<file path="config.mk">
export PLATFORM = sky130hd
export DESIGN_NAME = pool2d_stream_flat
export DESIGN_NICKNAME = d
export VERILOG_FILES = /design/src/rtl/pool2d_stream_if.sv /design/src/rtl/pool2d_stream.sv /design/src/flat_wrapper.sv
export SDC_FILE = /design/constraint.sdc
export NUM_CORES = 1
export LEC_CHECK = 0
export ABC_AREA = 1
export BUFFER_PORTS_ARGS = -buffer_cell sky130_fd_sc_hd__buf_2
export CAP_MARGIN = 20
export CORE_ASPECT_RATIO = 1.1
export CORE_UTILIZATION = 50
export CTS_BUF_LIST = sky130_fd_sc_hd__clkbuf_4 sky130_fd_sc_hd__clkbuf_8 sky130_fd_sc_hd__clkbuf_16
export CTS_CLUSTER_SIZE = 10
export DETAILED_ROUTE_END_ITERATION = 16
export GPL_ROUTABILITY_DRIVEN = 0
export PLACE_DENSITY = 0.63
export SLEW_MARGIN = 15
export SYNTH_ARGS = -nofsm -noshare
export SYNTH_HDL_FRONTEND = slang
export SYNTH_SLANG_ARGS = --single-unit
</file>
<file path="constraint.sdc">
create_clock -name clk -period 18.1 [get_ports clk]
set_clock_uncertainty 0.15 [all_clocks]
set_input_delay 2.715 -clock clk [delete_from_list [all_inputs] [get_ports clk]]
set_output_delay 2.715 -clock clk [all_outputs]
set_load 0.05 [all_outputs]
</file>
<file path="src/rtl/pool2d_stream_if.sv">
// ============================================================================
// Module : pool2d_stream_if
// Brief  : Pixel-in / pooled-pixel-out handshake bundle for pool2d_stream.
//          The master side is the producer/consumer environment and the
//          slave side is the pooling engine.
// Rev    : 1.0  initial release
// ============================================================================
`default_nettype none

interface pool2d_stream_if #(
    parameter int DW = 8
);
    logic          mode;
    logic          in_valid;
    logic          in_ready;
    logic [DW-1:0] in_data;
    logic          out_valid;
    logic          out_ready;
    logic [DW-1:0] out_data;
    logic          frame_done;
    logic          busy;

    modport master (
        output mode, in_valid, in_data, out_ready,
        input  in_ready, out_valid, out_data, frame_done, busy
    );

    modport slave (
        input  mode, in_valid, in_data, out_ready,
        output in_ready, out_valid, out_data, frame_done, busy
    );
endinterface

`default_nettype wire

</file>
<file path="src/rtl/pool2d_stream.sv">
// ============================================================================
// Module : pool2d_stream
// Brief  : Streaming K x K, stride S, MAX/AVG pooling over a raster-order
//          pixel stream. K-1 line buffers feed a K x K window register; one
//          pooled pixel is produced per fully covered window position.
// Rev    : 1.0  initial release
// ============================================================================
`default_nettype none

module pool2d_stream #(
    parameter int DW    = 8,
    parameter int IMG_W = 8,
    parameter int IMG_H = 8,
    parameter int K     = 3,
    parameter int S     = 1
) (
    input wire            clk,
    input wire            rst,     // asynchronous, active-low
    pool2d_stream_if.slave s
);

    localparam int OW   = (IMG_W - K) / S + 1;
    localparam int OH   = (IMG_H - K) / S + 1;
    localparam int NOUT = OW * OH;
    localparam int CW   = $clog2(IMG_W);
    localparam int RW   = $clog2(IMG_H);
    localparam int OCW  = $clog2(NOUT + 1);
    localparam int SW   = DW + $clog2(K * K);

    localparam logic [CW-1:0]  C_LAST_COL = CW'(IMG_W - 1);
    localparam logic [RW-1:0]  C_LAST_ROW = RW'(IMG_H - 1);
    localparam logic [OCW-1:0] C_LAST_OUT = OCW'(NOUT - 1);
    localparam int unsigned    C_K1       = K - 1;
    localparam int unsigned    C_S        = S;

    // Reject geometries where no full window fits or the stride skips pixels.
    if (K > IMG_W || K > IMG_H || S < 1 || S > K) begin : g_bad_params
        $error("pool2d_stream: illegal K/S for the configured image size");
    end

    logic [RW-1:0]  row_q, row_d;
    logic [CW-1:0]  col_q, col_d;
    logic           mode_q, mode_d;
    logic           busy_q, busy_d;
    logic [OCW-1:0] ocnt_q, ocnt_d;
    logic           out_valid_q, out_valid_d;
    logic [DW-1:0]  out_data_q, out_data_d;
    logic           frame_done_q, frame_done_d;

    // lb_q[0] holds the previous row, lb_q[K-2] the oldest buffered row.
    logic [DW-1:0]  lb_q  [K-1][IMG_W];
    logic [DW-1:0]  win_q [K][K];
    logic [DW-1:0]  win_d [K][K];
    logic [DW-1:0]  win_max;
    logic [SW-1:0]  win_sum;

    logic accept, out_hs, row_ok, col_ok, emit;

    assign s.in_ready = !out_valid_q || s.out_ready;
    assign accept     = s.in_valid && s.in_ready;
    assign out_hs     = out_valid_q && s.out_ready;

    assign row_ok = (32'(row_q) >= C_K1) && (((32'(row_q) - C_K1) % C_S) == 0);
    assign col_ok = (32'(col_q) >= C_K1) && (((32'(col_q) - C_K1) % C_S) == 0);
    assign emit   = row_ok && col_ok;

    assign s.out_valid  = out_valid_q;
    assign s.out_data   = out_data_q;
    assign s.frame_done = frame_done_q;
    assign s.busy       = busy_q;

    // Next window: shift columns left, new rightmost column from line buffers + input.
    always_comb begin
        for (int r = 0; r < K; r++) begin
            for (int c = 0; c < K - 1; c++) begin
                win_d[r][c] = win_q[r][c+1];
            end
        end
        for (int r = 0; r < K - 1; r++) begin
            win_d[r][K-1] = lb_q[K-2-r][col_q];
        end
        win_d[K-1][K-1] = s.in_data;
    end

    // Max and full-precision sum over the window that includes the current pixel.
    always_comb begin
        win_max = '0;
        win_sum = '0;
        for (int r = 0; r < K; r++) begin
            for (int c = 0; c < K; c++) begin
                if (win_d[r][c] > win_max) win_max = win_d[r][c];
                win_sum = win_sum + SW'(win_d[r][c]);
            end
        end
    end

    // Line buffer and window storage; contents never need clearing.
    always_ff @(posedge clk) begin
        if (accept) begin
            win_q <= win_d;
            lb_q[0][col_q] <= s.in_data;
            for (int j = 1; j < K - 1; j++) begin
                lb_q[j][col_q] <= lb_q[j-1][col_q];
            end
        end
    end

    // Next-state for counters, frame tracking and the single output register.
    always_comb begin
        row_d        = row_q;
        col_d        = col_q;
        mode_d       = mode_q;
        busy_d       = busy_q;
        ocnt_d       = ocnt_q;
        out_valid_d  = out_valid_q;
        out_data_d   = out_data_q;
        frame_done_d = 1'b0;

        if (out_hs) begin
            out_valid_d = 1'b0;
            if (ocnt_q == C_LAST_OUT) begin
                ocnt_d       = '0;
                frame_done_d = 1'b1;
                busy_d       = 1'b0;
            end else begin
                ocnt_d = ocnt_q + 1'b1;
            end
        end

        if (accept) begin
            if (row_q == '0 && col_q == '0) begin
                mode_d = s.mode;
                busy_d = 1'b1;
            end
            if (col_q == C_LAST_COL) begin
                col_d = '0;
                row_d = (row_q == C_LAST_ROW) ? '0 : row_q + 1'b1;
            end else begin
                col_d = col_q + 1'b1;
            end
            // The first pixel of a frame never completes a window, so mode_q is settled here.
            if (emit) begin
                out_valid_d = 1'b1;
                out_data_d  = mode_q ? DW'(win_sum / SW'(K * K)) : win_max;
            end
        end
    end

    // State registers with asynchronous active-low reset.
    always_ff @(posedge clk or negedge rst) begin
        if (!rst) begin
            row_q        <= '0;
            col_q        <= '0;
            mode_q       <= 1'b0;
            busy_q       <= 1'b0;
            ocnt_q       <= '0;
            out_valid_q  <= 1'b0;
            out_data_q   <= '0;
            frame_done_q <= 1'b0;
        end else begin
            row_q        <= row_d;
            col_q        <= col_d;
            mode_q       <= mode_d;
            busy_q       <= busy_d;
            ocnt_q       <= ocnt_d;
            out_valid_q  <= out_valid_d;
            out_data_q   <= out_data_d;
            frame_done_q <= frame_done_d;
        end
    end

endmodule

`default_nettype wire

</file>
<file path="src/flat_wrapper.sv">
// flat-port wrapper written by rule: the top's interface ports become plain ports
module pool2d_stream_flat 
#(
    parameter int DW    = 8,
    parameter int IMG_W = 8,
    parameter int IMG_H = 8,
    parameter int K     = 3,
    parameter int S     = 1
)
  (clk, rst, s_mode, s_in_valid, s_in_data, s_out_ready, s_in_ready, s_out_valid, s_out_data, s_frame_done, s_busy);
  pool2d_stream_if #(.DW(DW)) s_i ();
  input wire clk;
  input wire rst;
  input wire logic [$bits(s_i.mode)-1:0] s_mode;
  input wire logic [$bits(s_i.in_valid)-1:0] s_in_valid;
  input wire logic [$bits(s_i.in_data)-1:0] s_in_data;
  input wire logic [$bits(s_i.out_ready)-1:0] s_out_ready;
  output wire logic [$bits(s_i.in_ready)-1:0] s_in_ready;
  output wire logic [$bits(s_i.out_valid)-1:0] s_out_valid;
  output wire logic [$bits(s_i.out_data)-1:0] s_out_data;
  output wire logic [$bits(s_i.frame_done)-1:0] s_frame_done;
  output wire logic [$bits(s_i.busy)-1:0] s_busy;
  assign s_i.mode = s_mode;
  assign s_i.in_valid = s_in_valid;
  assign s_i.in_data = s_in_data;
  assign s_i.out_ready = s_out_ready;
  assign s_in_ready = s_i.in_ready;
  assign s_out_valid = s_i.out_valid;
  assign s_out_data = s_i.out_data;
  assign s_frame_done = s_i.frame_done;
  assign s_busy = s_i.busy;
  pool2d_stream #(.DW(DW), .IMG_W(IMG_W), .IMG_H(IMG_H), .K(K), .S(S)) u_core (.clk(clk), .rst(rst), .s(s_i));
endmodule
</file>
==> results of run 1 <==
cells by family after synthesis:
| family | count (synthesis) | share of synthesized area |
|---|---|---|
| mux | 1 | 0.0009238 |
| flops | 200 | 0.4829 |
| buf+inv | 188 | 0.05820 |
| simple gates | 418 | 0.1649 |
| xor+xnor | 15 | 0.01139 |
| compound gates | 214 | 0.1064 |
| fa+ha+maj | 142 | 0.1753 |
flip-flops by register name (all words and copies together), names as in the netlist:
| signal | cells |
|---|---|
| u_core.row_q | 3 |
| u_core.col_q | 3 |
| u_core.win_d | 48 |
| u_core.lb_q | 128 |
| u_core.s.frame_done | 1 |
| u_core.s.out_valid | 1 |
| u_core.s.busy | 1 |
| u_core.ocnt_q | 6 |
| u_core.s.out_data | 8 |
| u_core.mode_q | 1 |
layout make-up:
cell class	instances	area, sq um	area share
Multi-Input combinational cell	790	5638	0.4210
Inverter	167	629.4	0.04700
Sequential cell	200	5886	0.4395
Tap cell	305	381.6	0.02850
Timing Repair Buffer	42	255.2	0.01906
Clock buffer	17	425.4	0.03177
Clock inverter	15	176.4	0.01317
metrics by stage:
stage,instances,setup WS [ps],instance area (sq um)
4_1_cts,1536,4847,13390
3_5_place_dp,1504,4896,12790
3_3_place_gp,1504,5145,12790
5_1_grt,1536,3064,13390
2_1_floorplan,1178,7269,12190
6_report,1536,4503,13390
worst max-delay path: cells and delay by family (launching register included):
| family | cells | cell delay (ps) |
|---|---|---|
| compound gates | 23 | 7650 |
| buf+inv | 1 | 80 |
| fa+ha+maj | 8 | 2920 |
| flops | 1 | 470 |
| simple gates | 21 | 2240 |
path summary, 6_finish.rpt:
path | startpoint | to | slack (ps) | cells after the start
max | u_core.win_d[57]$_DFFE_PP_ | u_core.s.out_data[0]$_DFFE_PN0P_ | 4500 | 53
min | u_core.win_d[8]$_DFFE_PP_ | u_core.win_d[16]$_DFFE_PP_ | 310 | 0
max reg2reg | u_core.win_d[57]$_DFFE_PP_ | u_core.s.out_data[0]$_DFFE_PN0P_ | 4500 | 53
min reg2reg | u_core.win_d[8]$_DFFE_PP_ | u_core.win_d[16]$_DFFE_PP_ | 310 | 0
max in group asynchronous | rst | u_core.ocnt_q[4]$_DFFE_PN0P_ | 15250 | 1
min in group asynchronous | rst | u_core.s.out_valid$_DFF_PN0_ | 2140 | 1
routing by layer:
metal / global-route usage / part of all wire
met1: 0.3194 / 0.43
met2: 0.4204 / 0.51
met3: 0.02857 / 0.037
met4: 0.07913 / 0.026
met5: 0 / 0
cells in the final DEF (no fill, tap or decap), types with 25 or more instances in the layout:
cell	count
edfxtp_1	176
ha_1	94
o21ai_0	76
nand3_1	42
fa_1	48
nand4_1	25
nand2_1	242
inv_1	154
a21oi_1	53
nor2_1	42
==> flow_summary.toml, run 1 <==
[floorplan]
die_h_microns = 165.8
die_w_microns = 150.9
ios = 25
fp.coreArea_sq_mm = 0.02377
initial_core_util = 0.5128
dieArea_sq_mm = 0.02501
rows = 59

[finish]
fin_nets = 1373
n_antenna_cell = 0
syn_to_final_growth_pct = 9.865
fillerInstances = 2061
drive_gt1_frac = 0.1178
fin_util = 0.5634

[global_routing]
grt_pass1_wl_microns = 45890
grt_overflow = 0
antenna_found_initial = 0
grt_max_degree = 55
grt_usage = 0.2445
grt_pass1_vias = 8436

[synthesis]
synth_top_area_share = 0.4336
synth.area.top_cells = "edfxtp_1 (43%), ha_1 (9.6%), fa_1 (7.9%)"
netlist_area_sq_mm = 0.01219
synth_cell_types = 48
async_flop_share = 0.1200
yosysMostFrequentCell = "nand2_1"
yosys_most_used_dff = "edfxtp_1"
netlist.top_cell.by_area = "edfxtp_1"
synth_common_cells = "nand2_1 (242), edfxtp_1 (176), inv_1 (154)"
synth_edf_count = 176
syn_nets = 1333
yosys_register_bits = 200
ys_seq_area_frac = 0.4829
yosys_warnings = 0
syn_area_per_cell_sq_um = 10.35
syn_inst = 1178

[clock_network]
postCtsHoldBufs = 0
cts_root_buf = "clkbuf_16"
clock_path_buffers = 2
clkSinkCount = 200
cts_htree_levels = 4
cts_resized = 0
clk-insertion-delay-late_ps = 430
cts_buffers = 17
post_cts_buffers = 0
clk_pin_slew_ps = 80
cts_tree = "done"

[critical_path]
critical_path_class = "reg -> reg"
required_ps = 18280
start_kind = "register"
max_stage_delay_ps = 710
worstPathMaxFanout = 16
crit_path_end_kind = "register"
slowest_stage = "o21ai_1"
arrival_ps = 13780

[detailed_routing]
drtAntennaViolNets = 0
viasPerCell = 5.493
wl_per_cell_microns = 18.59
dr.pass1.iters = 7
drc_errors = 0
drt_iter0_markers = 527
wl_microns = 28550
num_vias = 8438

[status]
status = "finished, final reports clean"

[timing]
worst_hold_slack_ps = 312.1
worst_pin_slew_ps = 907.1
rsz0062_at_grt = "false"
period_minus_slack_ps = 13600
hold_viol = 0
setup_viol = 0
fin_crit_sh = 0.7512
slew_headroom = 0.3912
setup_tns_ps = 0
final_max_slew_viol_count = 0
fmax_ghz = 0.07354

[placed_design]
io_buffers = 24
dp_hpwl_microns = 20670

[min_path]
hold_class = "reg -> reg"

[job]
drv_cap = 0
Power of run 1 is left out: the tool's default activity adds up to more than one toggle a clock period on the data nets, which glitch-free logic cannot reach.
==> run 2, diff against run 1 <==
==> constraint.sdc (replaced) <==
create_clock -name clk -period 12.95 [get_ports clk]
set_clock_uncertainty 0.15 [all_clocks]
set_input_delay 1.9425 -clock clk [delete_from_list [all_inputs] [get_ports clk]]
set_output_delay 1.9425 -clock clk [all_outputs]
set_load 0.05 [all_outputs]
==> flow_summary.toml, run 2 (synthesis gave the netlist of run 1 again) <==
[status]
status = "finished, final reports clean"

[critical_path]
slowest_stage = "nor3_2"
cp_top_family = "compound AO/OA/AOI/OAI gates"
crit_buf_inv = 3
crit_path_end_kind = "register"
start_kind = "register"
worstPathMaxFanout = 16
crit_path_frequent_cell = "nand2_1"
arrival_ps = 11760
critical_path_class = "reg -> reg"
required_ps = 13120
max_stage_delay_ps = 660

[placed_design]
dp_cells = 1507
dp_hpwl_microns = 20820
io_buffers = 24

[finish]
largest_reg_flops = 128
largest_register = "u_core.lb_q"
final_common_cell = "nand2_1"
layout.cells.non_filler = 1539
mostFrequentLayoutCells = "nand2_1 (242), edfxtp_1 (176), inv_1 (154), ha_1 (94), o21ai_0 (76)"
syn_to_final_growth_pct = 10.08
drive_gt1_frac = 0.1232
fin_nets = 1376
n_antenna_cell = 0
fillerInstances = 2041

[global_routing]
use_met3 = 0.02225
grt_pass1_vias = 8454
grt_max_degree = 56
antenna_found_initial = 0
top_usage_layer = "met2"
use_met1 = 0.2999
grt_overflow = 0
grt_usage = 0.2394
met2_usage = 0.4252
grt_pass1_wl_microns = 45000

[clock_network]
clkSinkCount = 200
cts_tree = "done"
clock_path_buffers = 2
clk-insertion-delay-late_ps = 440
postCtsHoldBufs = 0
cts_htree_levels = 4
clk_pin_slew_ps = 80
post_cts_buffers = 0
cts_buffers = 17
cts_root_buf = "clkbuf_16"

[detailed_routing]
drt_iter0_markers = 505
drtAntennaViolNets = 0
num_vias = 8494
viasPerCell = 5.519
dr.pass1.iters = 5
wl_per_cell_microns = 18.33
drc_errors = 0
wl_microns = 28210

[timing]
rsz0062_at_grt = "false"
period_minus_slack_ps = 11590
fmax_ghz = 0.08630
worst_pin_slew_ps = 747.2
final_max_slew_viol_count = 0
fin_crit_sh = 0.8948
hold_viol = 0
slew_headroom = 0.5004
worst_hold_slack_ps = 340.1
setup_viol = 0

[floorplan]
ios = 25
fp.coreArea_sq_mm = 0.02377
die_h_microns = 165.8
dieArea_sq_mm = 0.02501
rows = 59
die_w_microns = 150.9
initial_core_util = 0.5128

[job]
drv_cap = 0

[min_path]
hold_class = "reg -> reg"
## run 2: final timing paths
check | startpoint | to | slack [ps] | cells past startpoint
worst max-delay path | u_core.col_q[1]$_DFFE_PN0P_ | u_core.s.out_data[2]$_DFFE_PN0P_ | 1360 | 54
worst min-delay path | u_core.s.out_data[4]$_DFFE_PN0P_ | u_core.s.out_data[4]$_DFFE_PN0P_ | 340 | 2
worst max register to register | u_core.col_q[1]$_DFFE_PN0P_ | u_core.s.out_data[2]$_DFFE_PN0P_ | 1360 | 54
worst min register to register | u_core.s.out_data[4]$_DFFE_PN0P_ | u_core.s.out_data[4]$_DFFE_PN0P_ | 340 | 2
max in group asynchronous | rst | u_core.s.out_data[7]$_DFFE_PN0P_ | 10870 | 1
min in group asynchronous | rst | u_core.s.out_valid$_DFF_PN0_ | 1360 | 1
## run 2: area by class of cell
class                   count  area [sq um]  share of cell area
clock buffers              17         425.4             0.03170
clock inverters            15         160.2             0.01194
inverters                 167         629.4             0.04690
multi-input cells         790          5658              0.4217
flip-flops and latches    200          5886              0.4386
well taps                 305         381.6             0.02844
repair buffers             45         277.8             0.02070
## run 2: timing repair
action	CTS	global route
resized for setup	1	5
hold endpoints to repair	0	0
gates cloned	0	0
endpoints found under the setup margin	5	8
## run 2: worst register-to-register path, delay by kind of cell (launching register included)
kind	cells	cell delay [ps]
flip-flops	1	460
buffers and inverters	3	730
AND/OR/NAND/NOR	23	3170
adder cells (fa/ha/maj)	7	2390
AO/OA/AOI/OAI	21	4620
## run 2: metrics by stage
| stage | util | instance area [sq um] | setup slack [ps] | setup TNS [ps] |
|---|---|---|---|---|
| after detailed placement | 0.5389 | 12810 | -16.03 | -16.03 |
| final | 0.5645 | 13420 | 1363 | 0 |
| after floorplan | - | 12190 | 2119 | 0 |
| after CTS | 0.5637 | 13400 | 220.4 | 0 |
| after global placement | 0.5389 | 12810 | 298.3 | 0 |
| after global routing | 0.5645 | 13420 | 7.871 | 0 |
## run 2: per-layer routing
metal	vias to the layer above	wire length, microns
met5	-	0
met4	0	761
met3	49	1194
met2	203	14340
met1	4069	11920
li1	4173	-
Power of run 2 is left out for the same reason.
==> run 3, diff against run 2 <==
==> constraint.sdc (replaced) <==
create_clock -name clk -period 11.01 [get_ports clk]
set_clock_uncertainty 0.15 [all_clocks]
set_input_delay 1.6515 -clock clk [delete_from_list [all_inputs] [get_ports clk]]
set_output_delay 1.6515 -clock clk [all_outputs]
set_load 0.05 [all_outputs]
==> flow_summary.toml, run 3 (synthesis gave the netlist of run 1 again) <==
[floorplan]
die_h_microns = 165.8
initial_core_util = 0.5128
die_w_microns = 150.9
rows = 59
dieArea_sq_mm = 0.02501
fp.coreArea_sq_mm = 0.02377
ios = 25

[timing]
hold_viol = 0
slew_headroom = 0.4531
worst_hold_slack_ps = 315.8
fin_crit_sh = 0.9371
fmax_ghz = 0.09692
period_minus_slack_ps = 10320
worst_pin_slew_ps = 817.4
setup_viol = 0
final_max_slew_viol_count = 0

[finish]
multi_input_area_sq_mm = 0.005753
mostFrequentLayoutCells = "nand2_1 (240), edfxtp_1 (176), inv_1 (153), ha_1 (92), a21oi_1 (53)"
n_antenna_cell = 0
final_common_cell = "nand2_1"
fillerInstances = 2038
drive_gt1_frac = 0.1646
largest_register = "u_core.lb_q"
syn_to_final_growth_pct = 13.26
largest_reg_flops = 128
final-seq-area_sq_mm = 0.005889
fin_nets = 1412

[status]
status = "finished, final reports clean"

[placed_design]
io_buffers = 24
dp_hpwl_microns = 21360

[detailed_routing]
dr.pass1.iters = 5
drtAntennaViolNets = 0
wl_per_cell_microns = 18.61
drt_iter0_markers = 489
num_vias = 8787
drc_errors = 0
viasPerCell = 5.579
wl_microns = 29310

[global_routing]
grt_overflow = 0
grt_pass1_wl_microns = 45890
grt_pass1_vias = 8585
grt_max_degree = 56
antenna_found_initial = 0
grt_usage = 0.2442

[clock_network]
clock_path_buffers = 2
cts_root_buf = "clkbuf_16"
cts_htree_levels = 4
cts_tree = "done"
clk_pin_slew_ps = 90
cts_buffers = 17
clk-insertion-delay-late_ps = 450
clkSinkCount = 200
postCtsHoldBufs = 0

[critical_path]
crit_buf_inv = 10
cp_top_family = "compound AO/OA/AOI/OAI gates"
crit_path_frequent_cell = "nand2_1"
critical_path_class = "reg -> reg"
max_stage_delay_ps = 490
worstPathMaxFanout = 16
start_kind = "register"
slowest_stage = "dfrtp_2"
arrival_ps = 10540
crit_path_end_kind = "register"
required_ps = 11230

[min_path]
hold_class = "reg -> reg"

[job]
drv_cap = 0
==> run 3: worst paths after layout <==
check | startpoint | to | slack, ps | cells after the start
worst max-delay path | u_core.col_q[1]$_DFFE_PN0P_ | u_core.s.out_data[4]$_DFFE_PN0P_ | 690 | 71
worst min-delay path | u_core.win_d[8]$_DFFE_PP_ | u_core.win_d[16]$_DFFE_PP_ | 320 | 0
worst max register to register | u_core.col_q[1]$_DFFE_PN0P_ | u_core.s.out_data[4]$_DFFE_PN0P_ | 690 | 71
worst min register to register | u_core.win_d[8]$_DFFE_PP_ | u_core.win_d[16]$_DFFE_PP_ | 320 | 0
max in group asynchronous | rst | u_core.col_q[0]$_DFFE_PN0P_ | 9200 | 1
min in group asynchronous | rst | u_core.s.out_valid$_DFF_PN0_ | 1060 | 1
==> run 3: worst reg2reg max path, delay by kind of cell (launching register included) <==
family	cells	cell delay (ps)
and+or+nand+nor	24	2030
buffers and inverters	10	1700
adders and majority gates	7	2220
DFF	1	490
AOI/OAI and AO/OA	30	3700
==> run 3: cell type report <==
| type | instances | share of cell area |
|---|---|---|
| flip-flops and latches | 200 | 0.4266 |
| multi-input cells | 791 | 0.4167 |
| inverters | 167 | 0.04604 |
| repair buffers | 80 | 0.04115 |
| clock buffers | 17 | 0.03081 |
| well taps | 305 | 0.02764 |
| clock inverters | 15 | 0.01106 |
==> run 3: what timing repair did <==
item / in CTS / in global routing
gates resized for setup: 0 / 76
setup buffers: 0 / 15
endpoints found under the setup margin: 0 / 8
==> run 3: metal layers <==
metal | track usage | vias to the layer above | part of all wire
li1 | - | 4266 | -
met3 | 0.02692 | 34 | 0.038
met2 | 0.4274 | 198 | 0.51
met5 | 0 | - | 0
met4 | 0.07522 | 0 | 0.020
met1 | 0.3148 | 4289 | 0.43
==> run 3: metrics by stage <==
stage	area [sq um]	TNS, ps	util	setup WS, ps	cells
after floorplan	12190	0	-	178.9	1178
after global placement	12940	0	0.5446	169.4	1525
after detailed placement	12960	0	0.5451	50.84	1526
after CTS	13530	0	0.5694	33.78	1558
after global routing	13810	-688.3	0.5808	-167.0	1575
final	13810	0	0.5808	692.1	1575
Power of run 3 is left out for the same reason.
